<file path="config.mk">
export PLATFORM = sky130hd
export DESIGN_NAME = i2c_cmd_sequencer_flat
export DESIGN_NICKNAME = d
export VERILOG_FILES = /design/src/rtl/i2c_pkg.sv /design/src/rtl/i2c_cmd_sequencer_if.sv /design/src/rtl/i2c_sync_fifo.sv /design/src/rtl/i2c_cmd_sequencer.sv /design/src/flat_wrapper.sv
export SDC_FILE = /design/constraint.sdc
export NUM_CORES = 1
export LEC_CHECK = 0
export BUFFER_PORTS_ARGS = -buffer_cell sky130_fd_sc_hd__buf_2
export CAP_MARGIN = 0
export CORE_MARGIN = 4
export CORE_UTILIZATION = 36
export DETAILED_ROUTE_END_ITERATION = 8
export HOLD_SLACK_MARGIN = 0.06
export SETUP_SLACK_MARGIN = 0.15
export SYNTH_ARGS = -nofsm -noshare
export SYNTH_HDL_FRONTEND = slang
export SYNTH_HIERARCHICAL = 1
export SYNTH_SLANG_ARGS = --single-unit
</file>
<file path="constraint.sdc">
create_clock -name aclk -period 3.6 [get_ports aclk]
set_input_delay 0.36 -clock aclk [delete_from_list [all_inputs] [get_ports aclk]]
set_output_delay 0.36 -clock aclk [all_outputs]
set_load 0.01 [all_outputs]
</file>
<file path="src/rtl/i2c_pkg.sv">
// ============================================================================
//  Module      : i2c_pkg
//  Description : Shared types and constants for the I2C command sequencer.
//  Revision    : 1.0 - initial release
// ============================================================================
`default_nettype none

package i2c_pkg;

    // Sequencer FSM encoding
    typedef enum logic [2:0] {
        ST_IDLE    = 3'd0,
        ST_LAUNCH  = 3'd1,
        ST_ARM     = 3'd2,
        ST_BUSY    = 3'd3,
        ST_CAPTURE = 3'd4,
        ST_GAP     = 3'd5
    } seq_state_t;

    // Response entry: {err, is_read, data[31:0]}
    localparam int RSP_W = 34;
    // Command entry: {ctrl[31:0], wdata[31:0]}
    localparam int CMD_W = 64;

    localparam int START_TMO_DEF = 64;
    localparam int DONE_TMO_DEF  = 1 << 20;

endpackage

`default_nettype wire

</file>
<file path="src/rtl/i2c_cmd_sequencer_if.sv">
// ============================================================================
//  Module      : i2c_cmd_sequencer_if
//  Description : Host-side command / response handshake bundle.
//  Revision    : 1.0 - initial release
// ============================================================================
`default_nettype none

interface i2c_cmd_sequencer_if;

    logic        cmd_valid;
    logic        cmd_ready;
    logic [31:0] cmd_ctrl;
    logic [31:0] cmd_wdata;
    logic        rsp_valid;
    logic        rsp_ready;
    logic [31:0] rsp_rdata;
    logic        rsp_is_read;
    logic        rsp_err;

    // Host (register block) side
    modport master (
        output cmd_valid, cmd_ctrl, cmd_wdata, rsp_ready,
        input  cmd_ready, rsp_valid, rsp_rdata, rsp_is_read, rsp_err
    );

    // Sequencer side
    modport slave (
        input  cmd_valid, cmd_ctrl, cmd_wdata, rsp_ready,
        output cmd_ready, rsp_valid, rsp_rdata, rsp_is_read, rsp_err
    );

endinterface

`default_nettype wire

</file>
<file path="src/rtl/i2c_sync_fifo.sv">
// ============================================================================
//  Module      : i2c_sync_fifo
//  Description : First-word-fall-through synchronous FIFO with level output.
//                Head data reads as zero while empty.
//  Revision    : 1.0 - initial release
// ============================================================================
`default_nettype none

module i2c_sync_fifo #(
    parameter int WIDTH = 34,
    parameter int DEPTH = 4
) (
    input  wire logic                     aclk,
    input  wire logic                     areset,
    input  wire logic                     wr_en,
    input  wire logic [WIDTH-1:0]         wr_data,
    output logic                          full,
    input  wire logic                     rd_en,
    output logic [WIDTH-1:0]              rd_data,
    output logic                          empty,
    output logic [$clog2(DEPTH):0]        level
);

    localparam int c_AW = $clog2(DEPTH);

    logic [c_AW:0]      r_wr_ptr;
    logic [c_AW:0]      r_rd_ptr;
    logic [WIDTH-1:0]   r_mem [DEPTH];
    logic               w_push;
    logic               w_pop;

    // Extra pointer MSB distinguishes full from empty when low bits match
    assign full    = (r_wr_ptr[c_AW] != r_rd_ptr[c_AW]) &&
                     (r_wr_ptr[c_AW-1:0] == r_rd_ptr[c_AW-1:0]);
    assign empty   = (r_wr_ptr == r_rd_ptr);
    assign level   = r_wr_ptr - r_rd_ptr;
    assign w_push  = wr_en & ~full;
    assign w_pop   = rd_en & ~empty;
    assign rd_data = empty ? '0 : r_mem[r_rd_ptr[c_AW-1:0]];

    // Storage array, written on accepted pushes only
    always_ff @(posedge aclk) begin
        if (w_push) begin
            r_mem[r_wr_ptr[c_AW-1:0]] <= wr_data;
        end
    end

    // Read/write pointers, wrapping naturally modulo 2*DEPTH
    always_ff @(posedge aclk or posedge areset) begin
        if (areset) begin
            r_wr_ptr <= '0;
            r_rd_ptr <= '0;
        end else begin
            if (w_push) r_wr_ptr <= r_wr_ptr + 1'b1;
            if (w_pop)  r_rd_ptr <= r_rd_ptr + 1'b1;
        end
    end

endmodule

`default_nettype wire

</file>
<file path="src/rtl/i2c_cmd_sequencer.sv">
// ============================================================================
//  Module      : i2c_cmd_sequencer
//  Description : Queues {ctrl, wdata} commands, launches them one at a time on
//                the I2C master and queues {err, is_read, rdata} responses.
//  Revision    : 1.0 - initial release
// ============================================================================
`default_nettype none

module i2c_cmd_sequencer
    import i2c_pkg::*;
#(
    parameter int CMD_DEPTH = 4,
    parameter int RSP_DEPTH = 4,
    parameter int RW_BIT    = 0,
    parameter int START_TMO = START_TMO_DEF,
    parameter int DONE_TMO  = DONE_TMO_DEF
) (
    input  wire logic                       aclk,
    input  wire logic                       areset,
    i2c_cmd_sequencer_if.slave              host,
    output logic [31:0]                     i2c_ctrl,
    output logic [31:0]                     wdata,
    output logic                            i2c_start,
    input  wire logic [31:0]                rdata,
    input  wire logic                       i2c_idle,
    output logic                            seq_busy,
    output logic [$clog2(CMD_DEPTH):0]      cmd_level
);

    localparam int              c_TW        = $clog2(DONE_TMO) + 1;
    localparam logic [c_TW-1:0] c_START_LIM = c_TW'(START_TMO);
    localparam logic [c_TW-1:0] c_DONE_LIM  = c_TW'(DONE_TMO);

    seq_state_t             r_state;
    seq_state_t             w_state_nxt;
    logic [c_TW-1:0]        r_timer;
    logic                   r_err;
    logic                   r_is_read;
    logic [31:0]            r_i2c_ctrl;
    logic [31:0]            r_wdata;

    logic                   w_cmd_pop;
    logic                   w_cmd_full;
    logic                   w_cmd_empty;
    logic [CMD_W-1:0]       w_cmd_head;
    logic                   w_rsp_push;
    logic                   w_rsp_full;
    logic                   w_rsp_empty;
    logic [RSP_W-1:0]       w_rsp_din;
    logic [RSP_W-1:0]       w_rsp_head;
    logic [$clog2(RSP_DEPTH):0] w_rsp_level;
    logic                   w_timer_clr;
    logic                   w_err_set;

    i2c_sync_fifo #(.WIDTH(CMD_W), .DEPTH(CMD_DEPTH)) u_cmd_fifo (
        .aclk    (aclk),
        .areset  (areset),
        .wr_en   (host.cmd_valid),
        .wr_data ({host.cmd_ctrl, host.cmd_wdata}),
        .full    (w_cmd_full),
        .rd_en   (w_cmd_pop),
        .rd_data (w_cmd_head),
        .empty   (w_cmd_empty),
        .level   (cmd_level)
    );

    // Read data is only meaningful for reads that completed without timeout
    assign w_rsp_din = {r_err, r_is_read, (r_is_read && !r_err) ? rdata : 32'h0};

    i2c_sync_fifo #(.WIDTH(RSP_W), .DEPTH(RSP_DEPTH)) u_rsp_fifo (
        .aclk    (aclk),
        .areset  (areset),
        .wr_en   (w_rsp_push),
        .wr_data (w_rsp_din),
        .full    (w_rsp_full),
        .rd_en   (host.rsp_ready),
        .rd_data (w_rsp_head),
        .empty   (w_rsp_empty),
        .level   (w_rsp_level)
    );

    assign host.cmd_ready   = ~w_cmd_full;
    assign host.rsp_valid   = ~w_rsp_empty;
    assign host.rsp_err     = w_rsp_head[33];
    assign host.rsp_is_read = w_rsp_head[32];
    assign host.rsp_rdata   = w_rsp_head[31:0];

    assign i2c_ctrl  = r_i2c_ctrl;
    assign wdata     = r_wdata;
    assign i2c_start = (r_state == ST_LAUNCH);
    assign seq_busy  = (r_state != ST_IDLE) || !w_cmd_empty;

    // FSM state register
    always_ff @(posedge aclk or posedge areset) begin
        if (areset) r_state <= ST_IDLE;
        else        r_state <= w_state_nxt;
    end

    // Next-state decode and per-state control strobes
    always_comb begin
        w_state_nxt = r_state;
        w_cmd_pop   = 1'b0;
        w_rsp_push  = 1'b0;
        w_timer_clr = 1'b0;
        w_err_set   = 1'b0;
        case (r_state)
            ST_IDLE: begin
                // A master that is already busy is left alone
                if (!w_cmd_empty && i2c_idle) begin
                    w_cmd_pop   = 1'b1;
                    w_state_nxt = ST_LAUNCH;
                end
            end
            ST_LAUNCH: begin
                w_timer_clr = 1'b1;
                w_state_nxt = ST_ARM;
            end
            ST_ARM: begin
                if (!i2c_idle) begin
                    w_timer_clr = 1'b1;
                    w_state_nxt = ST_BUSY;
                end else if (r_timer >= c_START_LIM) begin
                    w_err_set   = 1'b1;
                    w_state_nxt = ST_CAPTURE;
                end
            end
            ST_BUSY: begin
                if (i2c_idle) begin
                    w_state_nxt = ST_CAPTURE;
                end else if (r_timer >= c_DONE_LIM) begin
                    w_err_set   = 1'b1;
                    w_state_nxt = ST_CAPTURE;
                end
            end
            ST_CAPTURE: begin
                if (!w_rsp_full) begin
                    w_rsp_push  = 1'b1;
                    w_state_nxt = ST_GAP;
                end
            end
            ST_GAP:  w_state_nxt = ST_IDLE;
            default: w_state_nxt = ST_IDLE;
        endcase
    end

    // Saturating timeout timer for ARM and BUSY
    always_ff @(posedge aclk or posedge areset) begin
        if (areset) begin
            r_timer <= '0;
        end else if (w_timer_clr) begin
            r_timer <= '0;
        end else if ((r_state == ST_ARM || r_state == ST_BUSY) && (r_timer != '1)) begin
            r_timer <= r_timer + 1'b1;
        end
    end

    // Command registers to the master and per-transaction status flags
    always_ff @(posedge aclk or posedge areset) begin
        if (areset) begin
            r_i2c_ctrl <= '0;
            r_wdata    <= '0;
            r_is_read  <= 1'b0;
            r_err      <= 1'b0;
        end else if (w_cmd_pop) begin
            r_i2c_ctrl <= w_cmd_head[63:32];
            r_wdata    <= w_cmd_head[31:0];
            r_is_read  <= w_cmd_head[32 + RW_BIT];
            r_err      <= 1'b0;
        end else if (w_err_set) begin
            r_err      <= 1'b1;
        end
    end

    // Response occupancy can never exceed the configured depth
    a_rsp_level: assert property (@(posedge aclk) disable iff (areset)
        w_rsp_level <= ($clog2(RSP_DEPTH)+1)'(RSP_DEPTH));

endmodule

`default_nettype wire

</file>
<file path="src/flat_wrapper.sv">
// flat-port wrapper written by rule: the top's interface ports become plain ports
module i2c_cmd_sequencer_flat import i2c_pkg::*;
#(
    parameter int CMD_DEPTH = 4,
    parameter int RSP_DEPTH = 4,
    parameter int RW_BIT    = 0,
    parameter int START_TMO = START_TMO_DEF,
    parameter int DONE_TMO  = DONE_TMO_DEF
)
  (aclk, areset, i2c_ctrl, wdata, i2c_start, rdata, i2c_idle, seq_busy, cmd_level, host_cmd_valid, host_cmd_ctrl, host_cmd_wdata, host_rsp_ready, host_cmd_ready, host_rsp_valid, host_rsp_rdata, host_rsp_is_read, host_rsp_err);
  i2c_cmd_sequencer_if host_i ();
  input  wire logic aclk;
  input  wire logic areset;
  output logic [31:0] i2c_ctrl;
  output logic [31:0] wdata;
  output logic i2c_start;
  input  wire logic [31:0] rdata;
  input  wire logic i2c_idle;
  output logic seq_busy;
  output logic [$clog2(CMD_DEPTH):0] cmd_level;
  input wire logic [$bits(host_i.cmd_valid)-1:0] host_cmd_valid;
  input wire logic [$bits(host_i.cmd_ctrl)-1:0] host_cmd_ctrl;
  input wire logic [$bits(host_i.cmd_wdata)-1:0] host_cmd_wdata;
  input wire logic [$bits(host_i.rsp_ready)-1:0] host_rsp_ready;
  output wire logic [$bits(host_i.cmd_ready)-1:0] host_cmd_ready;
  output wire logic [$bits(host_i.rsp_valid)-1:0] host_rsp_valid;
  output wire logic [$bits(host_i.rsp_rdata)-1:0] host_rsp_rdata;
  output wire logic [$bits(host_i.rsp_is_read)-1:0] host_rsp_is_read;
  output wire logic [$bits(host_i.rsp_err)-1:0] host_rsp_err;
  assign host_i.cmd_valid = host_cmd_valid;
  assign host_i.cmd_ctrl = host_cmd_ctrl;
  assign host_i.cmd_wdata = host_cmd_wdata;
  assign host_i.rsp_ready = host_rsp_ready;
  assign host_cmd_ready = host_i.cmd_ready;
  assign host_rsp_valid = host_i.rsp_valid;
  assign host_rsp_rdata = host_i.rsp_rdata;
  assign host_rsp_is_read = host_i.rsp_is_read;
  assign host_rsp_err = host_i.rsp_err;
  i2c_cmd_sequencer #(.CMD_DEPTH(CMD_DEPTH), .RSP_DEPTH(RSP_DEPTH), .RW_BIT(RW_BIT), .START_TMO(START_TMO), .DONE_TMO(DONE_TMO)) u_core (.aclk(aclk), .areset(areset), .host(host_i), .i2c_ctrl(i2c_ctrl), .wdata(wdata), .i2c_start(i2c_start), .rdata(rdata), .i2c_idle(i2c_idle), .seq_busy(seq_busy), .cmd_level(cmd_level));
endmodule
</file>
==> reports/metrics.yaml, run 1 <==
drc: 0
clkLatencyLatePin_ns: 0.59
die-area_mm2: 0.05966
vias_per_cell: 4.750
grt_pass1_vias: 11570
htreeDepth: 2
area_growth_pct: 20.88
worst_slew_pin_slew_ns: 1.047
hold_end: "u_core/u_cmd_fifo/r_wr_ptr[2]$_DFFE_PP0P_"
stdcell_count: 2263
start_util_pct: 36.40
num_rows: 86
relSlewSlack_pct: 30.21
worstSetupStartpointType: "flip-flop"
fin_skew_ns: 0.02193
placed_cells: 2102
drive_gt1_share_pct: 30.20
core_region_area_mm2: 0.05520
cts.sinks: 493
syn_area_mm2: 0.02009
busiest_layer: "met2"
design_area_mm2: 0.02429
setup_viol: 0
grt-ovfl-total: 0
cp_max_fo: 65
ant_nets: 0
antenna_found_initial: 7
grtUsageMet3_pct: 3.838
leakage_nw: 9.274
fmax_mhz: 325.4
slew_violations: 0
synth_nets: 1299
r2r_end: "u_core/u_rsp_fifo/r_mem[3][13]$_DFFE_PP_"
finalSetupTns_ns: 0
r2r_cells: 8
hpwl_um: 26250
drt_wl_total_um: 43860
use_met2_pct: 25.00
die_w_um: 244.3
grt_max_degree: 68
fin_ws_ns: 0.5271
pre_cts_ws_ns: 0.8049
wl_per_cell_um: 19.38
grt_setup_unrepaired: "no"
io_pins: 206
endpoint_kind: "output port"
holdPathStages: 3
cts_made_buffers: 50
hold_path.class: "in -> reg"
synth_cells: 1181
cts_root_buf: "clkbuf_16"
globalplace.congestion: 0.7609
die_height_um: 244.3
clock_path_buffers: 3
p_total_mw: 20.22
fin_crit_sh_pct: 85.36
cts_tree: "built"
grt_use_met1_pct: 19.36
yosys_warnings: 6
post_cts_buffers: 0
cts.reportedPaths.clkPinSlew_ns: 0.07
avgSynthCellArea_um2: 17.01
crit_required_ns: 3.24
powerDensity_mw_per_mm2: 832.4
hold_viol_final: 0
drt-initial-drc-count: 666
status: "completed"
vdd_drop_max_uv: 628.4
dr.pass1.iters: 5
grt_pass1_wl_um: 68800
io_buffers: 205
worstPathArrival_ns: 2.71
rrSetupSlack_ns: 0.91
r2r_start: "u_core/u_rsp_fifo/r_wr_ptr[0]$_DFFE_PP0P_"
finalCriticalPeriod_ns: 3.073
nets: 1590
dpl-instance-area_mm2: 0.02199
worstHoldStart: "host_cmd_valid"
worstSetupPathType: "reg -> out"
track_usage_pct: 14.83
vias: 10750
cap_violations: 0
[metal layers]
metal	vias to the layer above	routed length, um	share of wire (%)
met5	-	69	0.16
met4	10	850	1.9
met3	66	2703	6.2
met2	254	21590	49
met1	5446	18650	43
li1	4973	-	-
[what timing repair did]
action,4_1_cts,5_1_grt
setup endpoints to repair,0,1
hold buffers,66,0
gates resized for setup,0,1
hold endpoints to repair,321,0
[how the worst max path moves through the flow]
stage | from | endpoint | slack [ns]
finish | u_core/u_cmd_fifo/r_wr_ptr[0]$_DFFE_PP0P_ | seq_busy | 0.53
global route | u_core/u_cmd_fifo/r_wr_ptr[0]$_DFFE_PP0P_ | seq_busy | 0.32
CTS | u_core/u_cmd_fifo/r_wr_ptr[0]$_DFFE_PP0P_ | seq_busy | 0.28
detailed placement | u_core/u_cmd_fifo/r_rd_ptr[0]$_DFFE_PP0P_ | u_core/i2c_ctrl[12]$_DFFE_PP0P_ | 0.80
global placement | u_core/u_cmd_fifo/r_rd_ptr[0]$_DFFE_PP0P_ | u_core/i2c_ctrl[6]$_DFFE_PP0P_ | 0.82
floorplan | u_core/u_cmd_fifo/r_rd_ptr[1]$_DFFE_PP0P_ | u_core/u_cmd_fifo/r_mem[1][0]$_DFFE_PP_ | 0.27
[power by group]
group | internal [mW] | switching, mW | leakage, nW | total, mW
Clock | 2.98 | 2.15 | 0.803 | 5.14
Combinational | 3.10 | 4.02 | 3.58 | 7.12
Sequential | 7.51 | 0.455 | 4.89 | 7.97
[stage by stage]
step | util (%) | hold WS (ns)
floorplan | - | 0.1510
global placement | 39.84 | 0.3478
detailed placement | 39.84 | 0.3532
CTS | 43.99 | 0.09095
global route | 44.00 | 0.1134
finish | 44.00 | 0.1241
[final cells by class]
class / count / area, um^2
fill: 4937 / 30910
clock inverter: 28 / 261.5
sequential: 493 / 14310
clock buffer: 65 / 1369
multi-input combinational: 611 / 5398
timing repair buffer: 295 / 1933
tap: 748 / 935.9
antenna: 2 / 5.005
inverter: 21 / 81.33
[sequential cells by signal, indices dropped and copies added (netlist names), 3 cells and up]
name and count:
u_core/wdata 32, u_core/r_state 3, u_core/r_timer 21, u_core/u_cmd_fifo/r_wr_ptr 3, u_core/u_rsp_fifo/r_mem 136, u_core/u_cmd_fifo/r_mem 256, u_core/u_rsp_fifo/r_wr_ptr 3, u_core/u_cmd_fifo/r_rd_ptr 3
u_core/i2c_ctrl 32, u_core/u_rsp_fifo/r_rd_ptr 3
[critical path, stage by stage (launching register included)]
cell and delay, ns:
dfrtp_1 0.42, inv_1 0.11, ha_1 0.37, nand2_1 0.16, nor2_4 0.13, buf_6 0.53, nand2_1 0.21, buf_2 0.20
[layout by cell type, fill, tap and decap left out, types with 26 or more instances in the layout]
cell type      instances
and2_1                33
buf_2                205
clkbuf_16             51
dfrtp_1               98
dlygate4sd3_1         66
edfxtp_1             392
mux4_2                93
nand2_1              210
nor2_1                26
nor2b_1               71
nor2b_4               29
(Power assumes the default switching activity.)
==> inputs of run 2 (changes only) <==
CTS_BUF_LIST = sky130_fd_sc_hd__clkbuf_2   (was not set)
SKIP_CTS_REPAIR_TIMING = 1   (was not set)
clock period = 3.74 ns   (was 3.6 ns; I/O delays follow)
==> run 2 against run 1 <==
Net effect:
- via count grew 10%
- total power shrank 7.9%
- combinational power grew 2%
- clock skew grew 0.066 ns
- wire length grew 5.6%
- non-clock buffer count grew 146
- clock-buffer cell count grew 130
==> reports/metrics.yaml, run 2 (synthesis results as in run 1) <==
relSlewSlack_pct: 36.84
vias_per_cell: 4.633
r2r_start: "u_core/u_rsp_fifo/r_wr_ptr[0]$_DFFE_PP0P_"
clock_path_buffers: 3
num_rows: 86
grt-ovfl-total: 0
setup.worst_path.end: "seq_busy"
die-area_mm2: 0.05966
die_height_um: 244.3
nets: 1817
worstPathArrival_ns: 2.90
endpoint_kind: "output port"
finalCriticalPeriod_ns: 3.272
clkLatencyLatePin_ns: 1.16
cts.sinks: 493
r2r_end: "u_core/u_rsp_fifo/r_mem[3][5]$_DFFE_PP_"
crit_cells: 6
cts_root_buf: "clkbuf_2"
cp_cell_sequence: "ha_1, nand2_2, nor2_4, clkbuf_16, nand2_1, buf_2"
hold_path.class: "in -> reg"
crit_family: "flip-flops"
use_met2_pct: 24.18
cts_made_buffers: 131
powerDensity_mw_per_mm2: 734.1
largest_reg_flops: 256
worst-path-buf-inv: 2
hpwl_um: 26160
whs_ns: 0.2495
grt_pass1_vias: 11800
globalplace.congestion: 0.7858
worstSetupPathType: "reg -> out"
grt_setup_unrepaired: "yes"
slew_violations: 0
fmax_mhz: 305.6
grtUsageMet3_pct: 6.118
vdd_drop_max_uv: 381.8
cp_max_fo: 17
htreeDepth: 4
critical-path-max-stage-delay_ns: 0.51
dr.pass1.iters: 5
grt_use_met1_pct: 18.12
worstHoldStart: "rdata[23]"
finalSetupTns_ns: 0
track_usage_pct: 15.03
drive_gt1_share_pct: 33.76
p_total_mw: 18.63
grt_pass1_wl_um: 67930
cts.reportedPaths.clkPinSlew_ns: 0.09
start_util_pct: 36.40
hold_viol_final: 0
area_growth_pct: 26.31
ant_nets: 0
layout_common_cells: "392 x edfxtp_1, 209 x nand2_1, 205 x buf_2"
wl_per_cell_um: 18.12
fin_skew_ns: 0.08793
die_w_um: 244.3
rrSetupSlack_ns: 0.95
crit_required_ns: 3.37
status: "completed"
leakage_nw: 10.04
busiest_layer: "met2"
grt_max_degree: 68
fin_ws_ns: 0.4680
io_pins: 206
pre_cts_ws_ns: 0.7839
core_region_area_mm2: 0.05520
antenna_found_initial: 10
drt_wl_total_um: 46330
worstSetupStartpointType: "flip-flop"
fin_crit_sh_pct: 87.49
worst_slew_pin_slew_ns: 0.9473
io_buffers: 205
drc: 0
cap_violations: 0
cts_tree: "built"
critical_path.startpoint: "u_core/u_cmd_fifo/r_rd_ptr[0]$_DFFE_PP0P_"
drt-initial-drc-count: 576
vias: 11840
crit_slowest_cell: "dfrtp_4"
utilization_pct: 45.98
final_common_cell: "edfxtp_1"
setup_viol: 0
r2r_cells: 8
[run 2: through the flow]
stage                     cell area, um^2  instances
after floorplan                     20090       1181
after global placement              22030       2105
after detailed placement            22030       2105
after CTS                           23250       2343
after global routing                25380       2556
final                               25380       2556
[run 2: how the worst min path moves through the flow]
stage	to	slack, ns	cells after the start
3_3_place_gp	u_core/u_rsp_fifo/r_rd_ptr[1]$_DFFE_PP0P_	0.38	2
6_report	u_core/u_rsp_fifo/r_mem[0][23]$_DFFE_PP_	0.25	3
3_5_place_dp	u_core/u_rsp_fifo/r_rd_ptr[2]$_DFFE_PP0P_	0.39	2
5_1_grt	u_core/u_rsp_fifo/r_mem[3][23]$_DFFE_PP_	0.09	3
2_1_floorplan	u_core/u_cmd_fifo/r_rd_ptr[0]$_DFFE_PP0P_	0.16	1
4_1_cts	u_core/u_cmd_fifo/r_rd_ptr[0]$_DFFE_PP0P_	-1.02	2
[run 2: power breakdown]
group          total [mW]  internal, mW  switching, mW  leakage, nW
clock                3.75          1.55           2.20        0.925
sequential           7.66          7.22          0.443         4.89
combinational        7.23          3.25           3.97         4.22
[run 2: worst reg2reg max path, stage by stage, from the launching register on]
cell and delay [ns]:
dfrtp_1 0.42, inv_1 0.11, ha_1 0.32, nand3_1 0.15, inv_1 0.05, nand2b_1 0.16
nor3_1 0.49, and3_1 0.25, buf_4 0.45
[run 2: final cells by class]
class	instances	area, um^2
diodes	4	10.01
clock buffers	195	975.9
fillers	4924	29820
clock inverters	43	249.0
well taps	748	935.9
inverters	21	81.33
multi-input cells	611	5400
repair buffers	441	3422
flip-flops and latches	493	14310
[run 2: per-layer routing]
layer | routed length (um) | vias up
li1 | - | 5511
met1 | 19000 | 5912
met2 | 23450 | 342
met3 | 3154 | 65
met4 | 637 | 12
met5 | 81 | -
